[src/rtl/fifo_uart_tx.sv]
// 8N1 serial transmitter that drains an 8-bit synchronous FIFO through its rd_en/empty handshake.
// All outputs are registered; each is computed from the next-state values so it lines up with the state it belongs to.
module fifo_uart_tx #(
    parameter int CLKS_PER_BIT = 16
) (
    input  logic       clk,
    input  logic       reset,
    input  logic       enable_i,
    input  logic       fifo_empty_i,
    input  logic [7:0] fifo_data_i,
    output logic       fifo_rd_en_o,
    output logic       tx_o,
    output logic       busy_o,
    output logic       tx_done_o
);

    localparam int CNT_W = (CLKS_PER_BIT > 1) ? $clog2(CLKS_PER_BIT) : 1;
    localparam logic [CNT_W-1:0] CNT_LAST = CNT_W'(CLKS_PER_BIT - 1);

    typedef enum logic [2:0] {
        S_IDLE  = 3'd0,
        S_FETCH = 3'd1,
        S_LOAD  = 3'd2,
        S_START = 3'd3,
        S_DATA  = 3'd4,
        S_STOP  = 3'd5
    } state_e;

    state_e           state_q, state_d;
    logic [CNT_W-1:0] cnt_q, cnt_d;
    logic [2:0]       idx_q, idx_d;
    logic [7:0]       shift_q, shift_d;
    logic             tx_q, tx_d;
    logic             rd_en_q, rd_en_d;
    logic             busy_q, busy_d;
    logic             done_q, done_d;
    logic             bit_end_s;
    logic             fetch_ok_s;

    // Next-state logic for the frame sequencer, bit timer, bit index and shift register.
    always_comb begin
        state_d    = state_q;
        cnt_d      = cnt_q;
        idx_d      = idx_q;
        shift_d    = shift_q;
        bit_end_s  = (cnt_q == CNT_LAST);
        fetch_ok_s = enable_i && !fifo_empty_i;
        case (state_q)
            S_IDLE: begin
                if (fetch_ok_s) begin
                    state_d = S_FETCH;
                end else begin
                    state_d = S_IDLE;
                end
            end
            S_FETCH: begin
                state_d = S_LOAD;
            end
            S_LOAD: begin
                shift_d = fifo_data_i;
                cnt_d   = '0;
                idx_d   = 3'd0;
                state_d = S_START;
            end
            S_START: begin
                if (bit_end_s) begin
                    cnt_d   = '0;
                    state_d = S_DATA;
                end else begin
                    cnt_d = cnt_q + CNT_W'(1);
                end
            end
            S_DATA: begin
                if (bit_end_s) begin
                    cnt_d   = '0;
                    shift_d = {1'b0, shift_q[7:1]};
                    idx_d   = idx_q + 3'd1;
                    if (idx_q == 3'd7) begin
                        state_d = S_STOP;
                    end else begin
                        state_d = S_DATA;
                    end
                end else begin
                    cnt_d = cnt_q + CNT_W'(1);
                end
            end
            S_STOP: begin
                if (bit_end_s) begin
                    cnt_d = '0;
                    // Back-to-back frames skip IDLE entirely.
                    if (fetch_ok_s) begin
                        state_d = S_FETCH;
                    end else begin
                        state_d = S_IDLE;
                    end
                end else begin
                    cnt_d = cnt_q + CNT_W'(1);
                end
            end
            default: begin
                state_d = S_IDLE;
                cnt_d   = '0;
                idx_d   = 3'd0;
                shift_d = 8'h00;
            end
        endcase
    end

    // Output decode from the next state, so the registered outputs match the state they accompany.
    always_comb begin
        rd_en_d = (state_d == S_FETCH);
        busy_d  = (state_d != S_IDLE);
        done_d  = (state_d == S_STOP) && (cnt_d == CNT_LAST);
        case (state_d)
            S_START: tx_d = 1'b0;
            S_DATA:  tx_d = shift_d[0];
            default: tx_d = 1'b1;
        endcase
    end

    // State, datapath and output registers with synchronous reset.
    always_ff @(posedge clk) begin
        if (reset) begin
            state_q <= S_IDLE;
            cnt_q   <= '0;
            idx_q   <= 3'd0;
            shift_q <= 8'h00;
            tx_q    <= 1'b1;
            rd_en_q <= 1'b0;
            busy_q  <= 1'b0;
            done_q  <= 1'b0;
        end else begin
            state_q <= state_d;
            cnt_q   <= cnt_d;
            idx_q   <= idx_d;
            shift_q <= shift_d;
            tx_q    <= tx_d;
            rd_en_q <= rd_en_d;
            busy_q  <= busy_d;
            done_q  <= done_d;
        end
    end

    assign fifo_rd_en_o = rd_en_q;
    assign tx_o         = tx_q;
    assign busy_o       = busy_q;
    assign tx_done_o    = done_q;

endmodule

[config.mk]
export PLATFORM = sky130hd
export DESIGN_NAME = fifo_uart_tx
export DESIGN_NICKNAME = d
export VERILOG_FILES = /design/src/rtl/fifo_uart_tx.sv
export SDC_FILE = /design/constraint.sdc
export NUM_CORES = 1
export LEC_CHECK = 0
export ABC_AREA = 1
export BUFFER_PORTS_ARGS = -buffer_cell sky130_fd_sc_hd__buf_2
export CAP_MARGIN = 20
export CELL_PAD_IN_SITES_DETAIL_PLACEMENT = 1
export CELL_PAD_IN_SITES_GLOBAL_PLACEMENT = 1
export CORE_MARGIN = 2
export CORE_UTILIZATION = 42
export CTS_CLUSTER_SIZE = 8
export DETAILED_ROUTE_END_ITERATION = 7
export GPL_TIMING_DRIVEN = 0
export PLACE_DENSITY = 0.83
export REMOVE_ABC_BUFFERS = 1
export SKIP_CTS_REPAIR_TIMING = 1
export SLEW_MARGIN = 20
export SYNTH_ARGS = -nofsm -noshare
export SYNTH_HDL_FRONTEND = slang
export SYNTH_SLANG_ARGS = --single-unit
[constraint.sdc]
create_clock -name clk -period 2 [get_ports clk]
set_input_delay 0.1 -clock clk [delete_from_list [all_inputs] [get_ports clk]]
set_output_delay 0.1 -clock clk [all_outputs]
set_load 0.02 [all_outputs]
==> Implementation_results.wiki, run 1 <==
{| class="wikitable"
! Metric !! Value
|-
| Num rows || 18
|-
| Detailed-router iteration count before antenna repair || 4
|-
| Required time of the critical path || 2.21 ns
|-
| Estimated wirelength of the detail-placed design || 1920 µm
|-
| Final #Nets || 182
|-
| Mapped cell area || 1070 µm²
|-
| Buffers on Ports || 15
|-
| Antenna violations before repair || 0
|-
| DIE HEIGHT || 54.5 µm
|-
| Iteration-0 DRC count of the detailed router || 11
|-
| Initial Utilization || 43.6%
|-
| Number of nets with antenna violations after routing || 0
|-
| Detail-routed via count per cell || 5.12
|-
| Family of cells with the greatest summed delay on the critical path || simple AND/OR/NAND/NOR gates
|-
| Measured slew at the worst slew-check pin || 0.384 ns
|-
| Worst setup path category || flop to flop
|-
| Endpoint type of the worst setup path || flop
|-
| Post-synthesis instance total || 151
|-
| Final sum of negative setup slack || 0 ns
|-
| Total Power || 0.000921 W
|-
| Relative slew slack || 74.3%
|-
| Maximum level of the CTS H-tree || 1
|-
| Max Clock Freq || 618 MHz
|-
| Layout filler cell count || 332
|-
| Total die area || 2970 µm²
|-
| Final setup vio count || 0
|-
| Global-route wire length before repair || 4160 µm
|-
| Pin count of the biggest net entering global routing || 17
|-
| Series of cell instances along the critical path || inv_1, nand2_1, nand2_1, nand2_1, nand3_2, nand2_1, nand3_1, nand2_1, nand3_1
|-
| Sum of overflow across all layers after global routing || 0
|-
| Final cell count without fillers || 196
|-
| Unrepaired setup endpoints after global routing || no
|-
| Leading cell type in the layout, fill and taps excluded || nand2_1
|-
| Result of the run || finished, final reports clean
|-
| Worst path max stage delay || 0.43 ns
|-
| Wire length per cell after detailed routing || 12.7 µm
|-
| Number of pins exceeding their max-slew limit in the final report || 0
|-
| WL final || 2490 µm
|-
| Final cell area excluding filler cells || 1220 µm²
|-
| Critical Path Slowest Stage Cell || dfxtp_1
|-
| Core region area || 2450 µm²
|-
| IR drop worst, VDD || 0.611 mV
|-
| Clock network latency to the later pin of the worst-skew pair || 0.32 ns
|-
| Static Leak || 0.562 nW
|-
| CTS max path bufs || 2
|-
| Area after DPL || 1160 µm²
|-
| Flip-flop and latch count after synthesis || 22
|-
| Warnings, synthesis || 0
|-
| Synth area leaders || dfxtp_1 41%, nand2_1 16%, a21oi_1 6.1%
|-
| Number of clock buffers inserted by TritonCTS || 3
|-
| Via Count || 1004
|-
| Routability congestion estimate from global placement || 0.875
|-
| Max-cap viol count || 0
|-
| Type of the worst min-delay path || primary input to flop
|-
| Layout overhead on the synthesized area || 13.8%
|-
| Cell type with the highest aggregate area in the netlist || dfxtp_1
|-
| Register area share after synthesis || 41.2%
|-
| Chip width || 54.5 µm
|-
| Clock period minus worst slack || 1.62 ns
|-
| Total power divided by cell area || 757 nW/µm²
|-
| Drc violations || 0
|-
| DP Worst Slack || 0.242 ns
|-
| Final worst setup slack || 0.383 ns
|-
| Worst Path Arrival || 1.83 ns
|-
| Io pins || 16
|-
| Portion of the clock cycle consumed by the worst path in the final layout || 80.8%
|-
| Clock sinks || 22
|-
| Fin Clk Skew || 0.00244 ns
|-
| Most frequent cell on the critical path || nand2_1
|-
| Share of the synthesized area in the top cell type || 41.2%
|-
| Most frequent cells in the layout || 45 x nand2_1, 22 x dfxtp_1, 16 x inv_1
|-
| Crit path buffers/inverters || 1
|-
| Post-synthesis average cell area || 7.08 µm²
|-
| TritonCTS clock tree || done
|-
| Vias in the first global route || 1007
|-
| Count of endpoints failing hold in the final timing report || 0
|-
| Max FO, Critical Path || 11
|-
| Clock transition time at the flip-flop clock pins of the worst setup and hold paths || 0.12 ns
|-
| Share of final-layout standard cells stronger than drive strength 1 || 18.7%
|-
| Placed cell count || 192
|-
| GRT Total Usage || 19.7%
|-
| Antenna Diode Count || 0
|-
| CTS root buffer || clkbuf_4
|-
| Netlist cell types || 19
|-
| Startpoint kind of the worst setup timing path || flop
|}
logic make-up after synthesis:
logic type	synth area share, %
buf+inv	8.07
simple gates	32.9
fa+ha+maj	3.51
flops	41.2
compound gates	14.4
synth_stat cells:
cell / count
o21ai_0: 3
a22oi_2: 1
nand2_2: 3
a22oi_1: 6
nor2_2: 2
nor2_4: 3
nand2_1: 45
nand4_1: 1
inv_2: 1
buf_4: 2
dfxtp_1: 22
nand3_1: 11
inv_1: 16
o21ai_2: 1
ha_1: 3
clkbuf_1: 2
a21oi_1: 13
a21boi_0: 1
nor2_1: 15
final cells by class:
type                    count  area, µm²  share of cell area [%]
well taps                  30       37.5                    3.08
repair buffers             15       75.1                    6.17
multi-input cells         108        548                    45.0
clock buffers               3       22.5                    1.85
flip-flops and latches     22        440                    36.2
inverters                  17       63.8                    5.24
clock inverters             1       30.0                    2.47
metal layers:
metal  wire [µm]  global-route usage, %
met3          54                   3.28
met5           0                      0
met2        1270                   36.5
met4          52                   8.33
met1        1110                   21.8
final timing paths:
check / depth (start not counted) / end / slack, ns / from
setup / recovery: 9 / tx_o / 0.38 / state_q[2]
hold / removal: 3 / shift_q[7] / 0.03 / fifo_data_i[7]
hold reg to reg: 1 / idx_q[0] / 0.47 / idx_q[0]
setup reg to reg: 9 / tx_o / 0.38 / state_q[2]
registers in the layout, summed over array words and instances, names as in the netlist:
name / cells
shift_q: 8
cnt_q: 4
idx_q: 3
state_q: 3
busy_o: 1
fifo_rd_en_o: 1
tx_done_o: 1
tx_o: 1
worst register-to-register path, delay by kind of cell, from the launching register on:
family	cells	cell delay, ns
buffers and inverters	1	0.12
and+or+nand+nor	8	0.98
DFF	1	0.43
where the power goes:
part / leakage, nW / switching [W] / total (W) / internal (W)
clock network: 0.0279 / 0.000141 / 0.000344 / 0.000203
logic: 0.355 / 0.0000691 / 0.000106 / 0.0000372
registers: 0.179 / 0.0000140 / 0.000471 / 0.000457
total: 0.562 / 0.000224 / 0.000921 / 0.000697
stage by stage:
step | utilization (%) | hold WS, ns
2_1_floorplan | - | 0.169
3_3_place_gp | 47.2 | 0.357
3_5_place_dp | 47.2 | 0.370
4_1_cts | 49.4 | 0.0346
5_1_grt | 49.6 | 0.0511
6_report | 49.6 | 0.0345
Note: power is estimated with default switching activity, not from simulation.
==> run 2, diff against run 1 <==
- CORE_UTILIZATION: 42 -> 35
- PLACE_DENSITY: 0.83 -> 0.75
- clock period: 2 -> 1.3 ns (I/O delays scaled with it)
==> run 2 against run 1 <==
Compared with the run above:
- the flow now finishes with violations (negative hold slack, negative setup slack)
- via count rose by 5.0%
- combinational power is 76% higher
- critical path depth decreased by 1
- clock skew up 0.0034 ns
- first-iteration DRC count grew 100%
- routed wire length up 8.3%
- utilization fell by 5.6 points
- highest routed layer unchanged
==> Implementation_results.wiki, run 2 (synthesis gave the netlist of run 1 again) <==
{| class="wikitable"
! Metric !! Value
|-
| Result of the run || finished, violations left
|-
| Violated checks || negative hold slack, negative setup slack
|-
| Pin count of the biggest net entering global routing || 17 (unchanged)
|-
| Worst hold path startpoint || fifo_data_i[7]
|-
| Met1 track demand over resource || 17.5% (-4.2 points)
|-
| Maximum level of the CTS H-tree || 1 (unchanged)
|-
| Met2 routing resource usage after global routing || 25.6% (-11 points)
|-
| Instance count along the most critical hold path || 3 (unchanged)
|-
| Most heavily used metal layer in global routing || met2
|-
| Vias in the first global route || 928 (-7.8%)
|-
| Num rows || 20 (+2)
|-
| DIE HEIGHT || 59.3 µm (+8.8%)
|-
| Portion of the clock cycle consumed by the worst path in the final layout || 112% (+31 points)
|-
| Required time of the critical path || 1.52 ns (-0.69 ns)
|-
| Total die area || 3510 µm² (+18%)
|-
| Share of final-layout standard cells stronger than drive strength 1 || 30.1% (+11 points)
|-
| Max FO, Critical Path || 5 (-6)
|-
| Worst setup path category || flop to flop
|-
| Placed cell count || 195 (+1.6%)
|-
| Startpoint kind of the worst setup timing path || flop
|-
| Estimated wirelength of the detail-placed design || 1840 µm (-4.3%)
|-
| Number of clock buffers inserted by TritonCTS || 3 (unchanged)
|-
| WL final || 2690 µm (+8.3%)
|-
| Met3 GRT Util || 2.18% (-1.1 points)
|-
| Number of nets with antenna violations after routing || 0 (unchanged)
|-
| GRT Total Usage || 14.4% (-5.2 points)
|-
| Logic depth of the worst register-to-register path || 8 (-1)
|-
| Antenna violations before repair || 0 (unchanged)
|-
| Fin Clk Skew || 0.00585 ns (+0.00341 ns)
|-
| Type of the worst min-delay path || primary input to flop
|-
| Most frequent cells in the layout || 43 x nand2_1, 17 x dfxtp_1, 15 x buf_2
|-
| Global-route wire length before repair || 3880 µm (-6.8%)
|-
| Hold Path End || shift_q[7]
|-
| TritonCTS clock tree || done
|-
| Max Clock Freq || 688 MHz (+11%)
|-
| Detailed-router iteration count before antenna repair || 3 (-1)
|-
| Max-cap viol count || 0 (unchanged)
|-
| Final worst hold slack || -0.00681 ns (-0.0414 ns)
|-
| Final design utilization || 44.0% (-5.6 points)
|-
| Relative slew slack || 78.4% (+4.0 points)
|-
| Final worst setup slack || -0.154 ns (-0.537 ns)
|-
| Iteration-0 DRC count of the detailed router || 22 (+11)
|-
| IR drop worst, VDD || 0.368 mV (-40%)
|-
| Number of pins exceeding their max-slew limit in the final report || 0 (unchanged)
|-
| Largest registers in the final layout || shift_q (8), cnt_q (4)
|-
| Core region area || 2980 µm² (+21%)
|-
| CTS root buffer || clkbuf_4
|-
| Final cell count without fillers || 206 (+5.1%)
|-
| Measured slew at the worst slew-check pin || 0.325 ns (-0.0596 ns)
|-
| FF-to-FF setup slack || -0.15 ns (-0.54 ns)
|-
| Final setup vio count || 17 (+17)
|-
| CTS max path bufs || 2 (unchanged)
|-
| Clock sinks || 22 (unchanged)
|-
| Total power divided by cell area || 935 nW/µm² (+24%)
|-
| Register ranked first by flip-flop count || shift_q
|-
| Clock network latency to the later pin of the worst-skew pair || 0.31 ns (about the same)
|-
| Via Count || 1054 (+5.0%)
|-
| Static Leak || 0.614 nW (+9.3%)
|-
| Count of endpoints failing hold in the final timing report || 1 (+1)
|-
| Antenna Diode Count || 0 (unchanged)
|-
| Flip-flop count of the largest register, all copies and words added || 8 (unchanged)
|-
| Sum of overflow across all layers after global routing || 0 (unchanged)
|-
| Drc violations || 0 (unchanged)
|-
| Initial Utilization || 35.9% (-7.7 points)
|-
| Unrepaired setup endpoints after global routing || yes
|-
| Launching point of the worst reg2reg path || cnt_q[0]
|-
| Detail-routed via count per cell || 5.12 (-0.12%)
|-
| Chip width || 59.3 µm (+8.8%)
|-
| Clock transition time at the flip-flop clock pins of the worst setup and hold paths || 0.12 ns (about the same)
|-
| Endpoint type of the worst setup path || flop
|-
| Io pins || 16 (unchanged)
|-
| Clock period minus worst slack || 1.45 ns (-0.163 ns)
|-
| Worst Path Arrival || 1.67 ns (-0.16 ns)
|-
| Final sum of negative setup slack || -1.77 ns (-1.77 ns)
|-
| Leading cell type in the layout, fill and taps excluded || nand2_1
|-
| Wire length per cell after detailed routing || 13.1 µm (+3.0%)
|-
| Layout overhead on the synthesized area || 22.6%
|-
| Buffers on Ports || 15 (unchanged)
|-
| Final #Nets || 190 (+4.4%)
|-
| Endpoint of the worst register-to-register path || busy_o
|-
| Routability congestion estimate from global placement || 0.796 (-9.0%)
|}
==> run 2: changes by cell type in the layout (fill, tap and decap cells not counted), moves of 2 or more <==
cell / before / now
nand2_1: 45 / 43
o21ai_2: 1 / 3
inv_2: 1 / 4
dfxtp_1: 22 / 17
dfxtp_4: 0 / 2
o21ai_0: 3 / 1
inv_1: 16 / 13
nand2_4: 0 / 2
buf_4: 0 / 7
dfxtp_2: 0 / 3
==> run 2: per-layer routing <==
| layer | share of wire [%] | vias to the layer above |
|---|---|---|
| li1 | - | 536 |
| met1 | 44 | 495 |
| met2 | 51 | 19 |
| met3 | 3.5 | 4 |
| met4 | 1.7 | 0 |
| met5 | 0 | - |
==> run 2: worst max path at each step <==
| stage | start | to | cells past startpoint |
|---|---|---|---|
| floorplan | state_q[2] | tx_o | 9 |
| CTS | state_q[2] | tx_o | 9 |
| detailed placement | state_q[2] | tx_o | 9 |
| finish | cnt_q[0] | busy_o | 8 |
| global route | cnt_q[1] | busy_o | 8 |
| global placement | state_q[2] | tx_o | 9 |
==> run 2: metrics by stage <==
stage          setup WS (ns)  hold WS [ns]  cell area (µm²)  power (W)
2_1_floorplan        -0.0888         0.134             1050   0.000841
4_1_cts               -0.421       -0.0121             1190    0.00122
6_report              -0.154      -0.00681             1310    0.00123
3_5_place_dp          -0.400         0.330             1160   0.000903
3_3_place_gp          -0.376         0.326             1160   0.000896
5_1_grt               -0.258        0.0153             1310    0.00128
==> run 2: area by class of cell <==
type / count / area [µm²]
Fill cell: 392 / 1670
Tap cell: 33 / 41.3
Clock buffer: 3 / 22.5
Timing Repair Buffer: 22 / 128
Sequential cell: 22 / 452
Multi-Input combinational cell: 109 / 604
Inverter: 17 / 63.8
==> run 2: power by group <==
group / switching, W / internal (W)
clock network: 0.000205 / 0.000108
registers: 0.0000256 / 0.000700
logic: 0.000113 / 0.0000735
total: 0.000344 / 0.000882
==> run 2: critical path: stages (launching register included) <==
cell and delay (ns):
dfxtp_4 0.40, ha_4 0.16, nand2_4 0.06, nor2_4 0.19, nand2_4 0.08, a22oi_2 0.25
nand2_1 0.10, nand2_1 0.08, nand2_1 0.04
==> run 3, diff against run 2 <==
- CORE_UTILIZATION: 35 -> 42
- MAX_ROUTING_LAYER: not set -> met4
- PLACE_DENSITY: 0.75 -> 0.83
- clock period: 1.3 -> 1.7 ns (I/O delays scaled with it)
==> run 3 against run 2 <==
Compared with the run above:
- the flow now finishes without violations
- non-clock buffer count fell by 5
- utilization rose by 6.7 points
- cell area fell by 5.1%
- hold slack improved by 0.026 ns
- clock skew fell by 0.0044 ns
- critical path type unchanged
- highest routed layer unchanged
==> Implementation_results.wiki, run 3 (synthesis gave the netlist of run 1 again) <==
{| class="wikitable"
! Metric !! Value
|-
| Most frequent cells in the layout || 44 x nand2_1, 20 x dfxtp_1, 16 x inv_1
|-
| DIE HEIGHT || 54.5 µm (-8.1%)
|-
| Crit path buffers/inverters || 0 (unchanged)
|-
| Detailed-router iteration count before antenna repair || 3 (unchanged)
|-
| Via Count || 1021 (-3.1%)
|-
| Required time of the critical path || 1.92 ns (+0.40 ns)
|-
| Sum of overflow across all layers after global routing || 0 (unchanged)
|-
| Worst setup path category || flop to flop
|-
| Worst path max stage delay || 0.38 ns (-0.02 ns)
|-
| Iteration-0 DRC count of the detailed router || 11 (-50%)
|-
| Hold Path End || shift_q[7]
|-
| Startpoint kind of the worst setup timing path || flop
|-
| Final worst hold slack || 0.0194 ns (+0.0262 ns)
|-
| Fin Clk Skew || 0.00146 ns (-0.00439 ns)
|-
| Leading cell type in the layout, fill and taps excluded || nand2_1
|-
| Number of clock buffers inserted by TritonCTS || 3 (unchanged)
|-
| Endpoint of the worst register-to-register path || busy_o
|-
| Routability congestion estimate from global placement || 0.889 (+12%)
|-
| Maximum level of the CTS H-tree || 1 (unchanged)
|-
| Most frequent cell on the critical path || nand2_1
|-
| Launching point of the worst reg2reg path || cnt_q[0]
|-
| Instance count along the most critical hold path || 3 (unchanged)
|-
| Final cell area excluding filler cells || 1240 µm² (-5.1%)
|-
| Share of final-layout standard cells stronger than drive strength 1 || 21.4% (-8.6 points)
|-
| Final worst setup slack || 0.0957 ns (+0.250 ns)
|-
| Vias in the first global route || 1007 (+8.5%)
|-
| CTS max path bufs || 2 (unchanged)
|-
| Total die area || 2970 µm² (-16%)
|-
| Flip-flop count of the largest register, all copies and words added || 8 (unchanged)
|-
| Series of cell instances along the critical path || ha_1, nand2_2, nor2_4, nand2_2, a22oi_2, nand2_1, nand2_1, nand2_1
|-
| Area after DPL || 1160 µm² (-0.32%)
|-
| FF-to-FF setup slack || 0.1 ns (+0.25 ns)
|-
| Max-cap viol count || 0 (unchanged)
|-
| Buffers on Ports || 15 (unchanged)
|-
| Clock sinks || 22 (unchanged)
|-
| Pin count of the biggest net entering global routing || 17 (unchanged)
|-
| Num rows || 18 (-10%)
|-
| DP Worst Slack || -0.0582 ns (+0.342 ns)
|-
| Layout overhead on the synthesized area || 16.4%
|-
| Antenna violations before repair || 0 (unchanged)
|-
| Initial Utilization || 43.6% (+7.7 points)
|-
| Final setup vio count || 0 (-17)
|-
| Worst hold path startpoint || fifo_data_i[7]
|-
| Total power divided by cell area || 884 nW/µm² (-5.5%)
|-
| Endpoint type of the worst setup path || flop
|-
| Antenna Diode Count || 0 (unchanged)
|-
| Family of cells with the greatest summed delay on the critical path || simple AND/OR/NAND/NOR gates
|-
| Relative slew slack || 73.7% (-4.6 points)
|-
| Max FO, Critical Path || 5 (unchanged)
|-
| Count of endpoints failing hold in the final timing report || 0 (-1)
|-
| Register ranked first by flip-flop count || shift_q
|-
| Final #Nets || 184 (-3.2%)
|-
| WL final || 2590 µm (-3.9%)
|-
| Largest registers in the final layout || shift_q (8), cnt_q (4)
|-
| TritonCTS clock tree || done
|-
| Portion of the clock cycle consumed by the worst path in the final layout || 94.4% (-17 points)
|-
| Number of pins exceeding their max-slew limit in the final report || 0 (unchanged)
|-
| IR drop worst, VDD || 0.732 mV (+99%)
|-
| Static Leak || 0.573 nW (-6.7%)
|-
| Number of nets with antenna violations after routing || 0 (unchanged)
|-
| GRT Total Usage || 20.2% (+5.8 points)
|-
| Logic depth of the worst register-to-register path || 8 (unchanged)
|-
| Measured slew at the worst slew-check pin || 0.394 ns (+0.0689 ns)
|-
| Detail-routed via count per cell || 5.16 (+0.78%)
|-
| Io pins || 16 (unchanged)
|-
| CTS root buffer || clkbuf_4
|-
| Max Clock Freq || 623 MHz (-9.4%)
|-
| Clock network latency to the later pin of the worst-skew pair || 0.32 ns (about the same)
|-
| Estimated wirelength of the detail-placed design || 1920 µm (+4.5%)
|-
| Clock transition time at the flip-flop clock pins of the worst setup and hold paths || 0.12 ns (about the same)
|-
| Worst Path Arrival || 1.83 ns (+0.16 ns)
|-
| Result of the run || finished, final reports clean
|-
| Global-route wire length before repair || 4150 µm (+7.1%)
|-
| Final sum of negative setup slack || 0 ns (+1.77 ns)
|-
| Core region area || 2450 µm² (-18%)
|-
| Chip width || 54.5 µm (-8.1%)
|-
| Clock period minus worst slack || 1.60 ns (+0.150 ns)
|-
| Wire length per cell after detailed routing || 13.1 µm (about the same)
|-
| Drc violations || 0 (unchanged)
|-
| Type of the worst min-delay path || primary input to flop
|-
| Critical Path Slowest Stage Cell || dfxtp_2
|}
-- run 3: changes by cell type in the layout (fill, tap and decap cells not counted), sizes merged --
cell,previous run,this run
bufinv,0,1
buf,22,17
nor2,21,20
-- run 3: routing by layer --
layer  part of all wire, %  vias to the layer above  global-route usage (%)
met4                   2.5                        0                    8.33
met2                    51                       13                    36.5
li1                      -                      518                       -
met5                     0                        -                       -
met3                   1.9                        7                    3.28
met1                    44                      483                    21.8
-- run 3: power breakdown --
part | leakage [nW] | switching (W) | internal (W)
clock network | 0.0279 | 0.000167 | 0.000239
logic | 0.366 | 0.0000871 | 0.0000532
registers | 0.180 | 0.0000170 | 0.000538
-- run 3: how the worst max path moves through the flow --
stage,cells after the start,start,endpoint,slack [ns]
after floorplan,9,state_q[2],tx_o,0.31
after global placement,9,state_q[2],tx_o,0.02
after detailed placement,9,state_q[2],tx_o,-0.06
after CTS,9,state_q[2],tx_o,-0.1
after global routing,9,state_q[1],tx_o,-0.03
final,8,cnt_q[0],busy_o,0.1
-- run 3: layout make-up --
| class | instances | area [µm²] |
|---|---|---|
| multi-input combinational | 108 | 558 |
| tap | 30 | 37.5 |
| fill | 330 | 1210 |
| clock inverter | 1 | 30.0 |
| timing repair buffer | 17 | 90.1 |
| sequential | 22 | 443 |
| clock buffer | 3 | 22.5 |
| inverter | 17 | 63.8 |
-- run 3: worst min-delay path, cell delays in order --
cell and delay (ns):
buf_2 0.09, nand2_1 0.06, a21oi_1 0.06
-- run 3: metrics by stage --
step	util, %	std cells	total power, W
2_1_floorplan	-	147	0.000643
4_1_cts	49.4	196	0.00109
5_1_grt	50.7	198	0.00114
6_report	50.7	198	0.00110
3_5_place_dp	47.2	192	0.000691
3_3_place_gp	47.2	192	0.000684
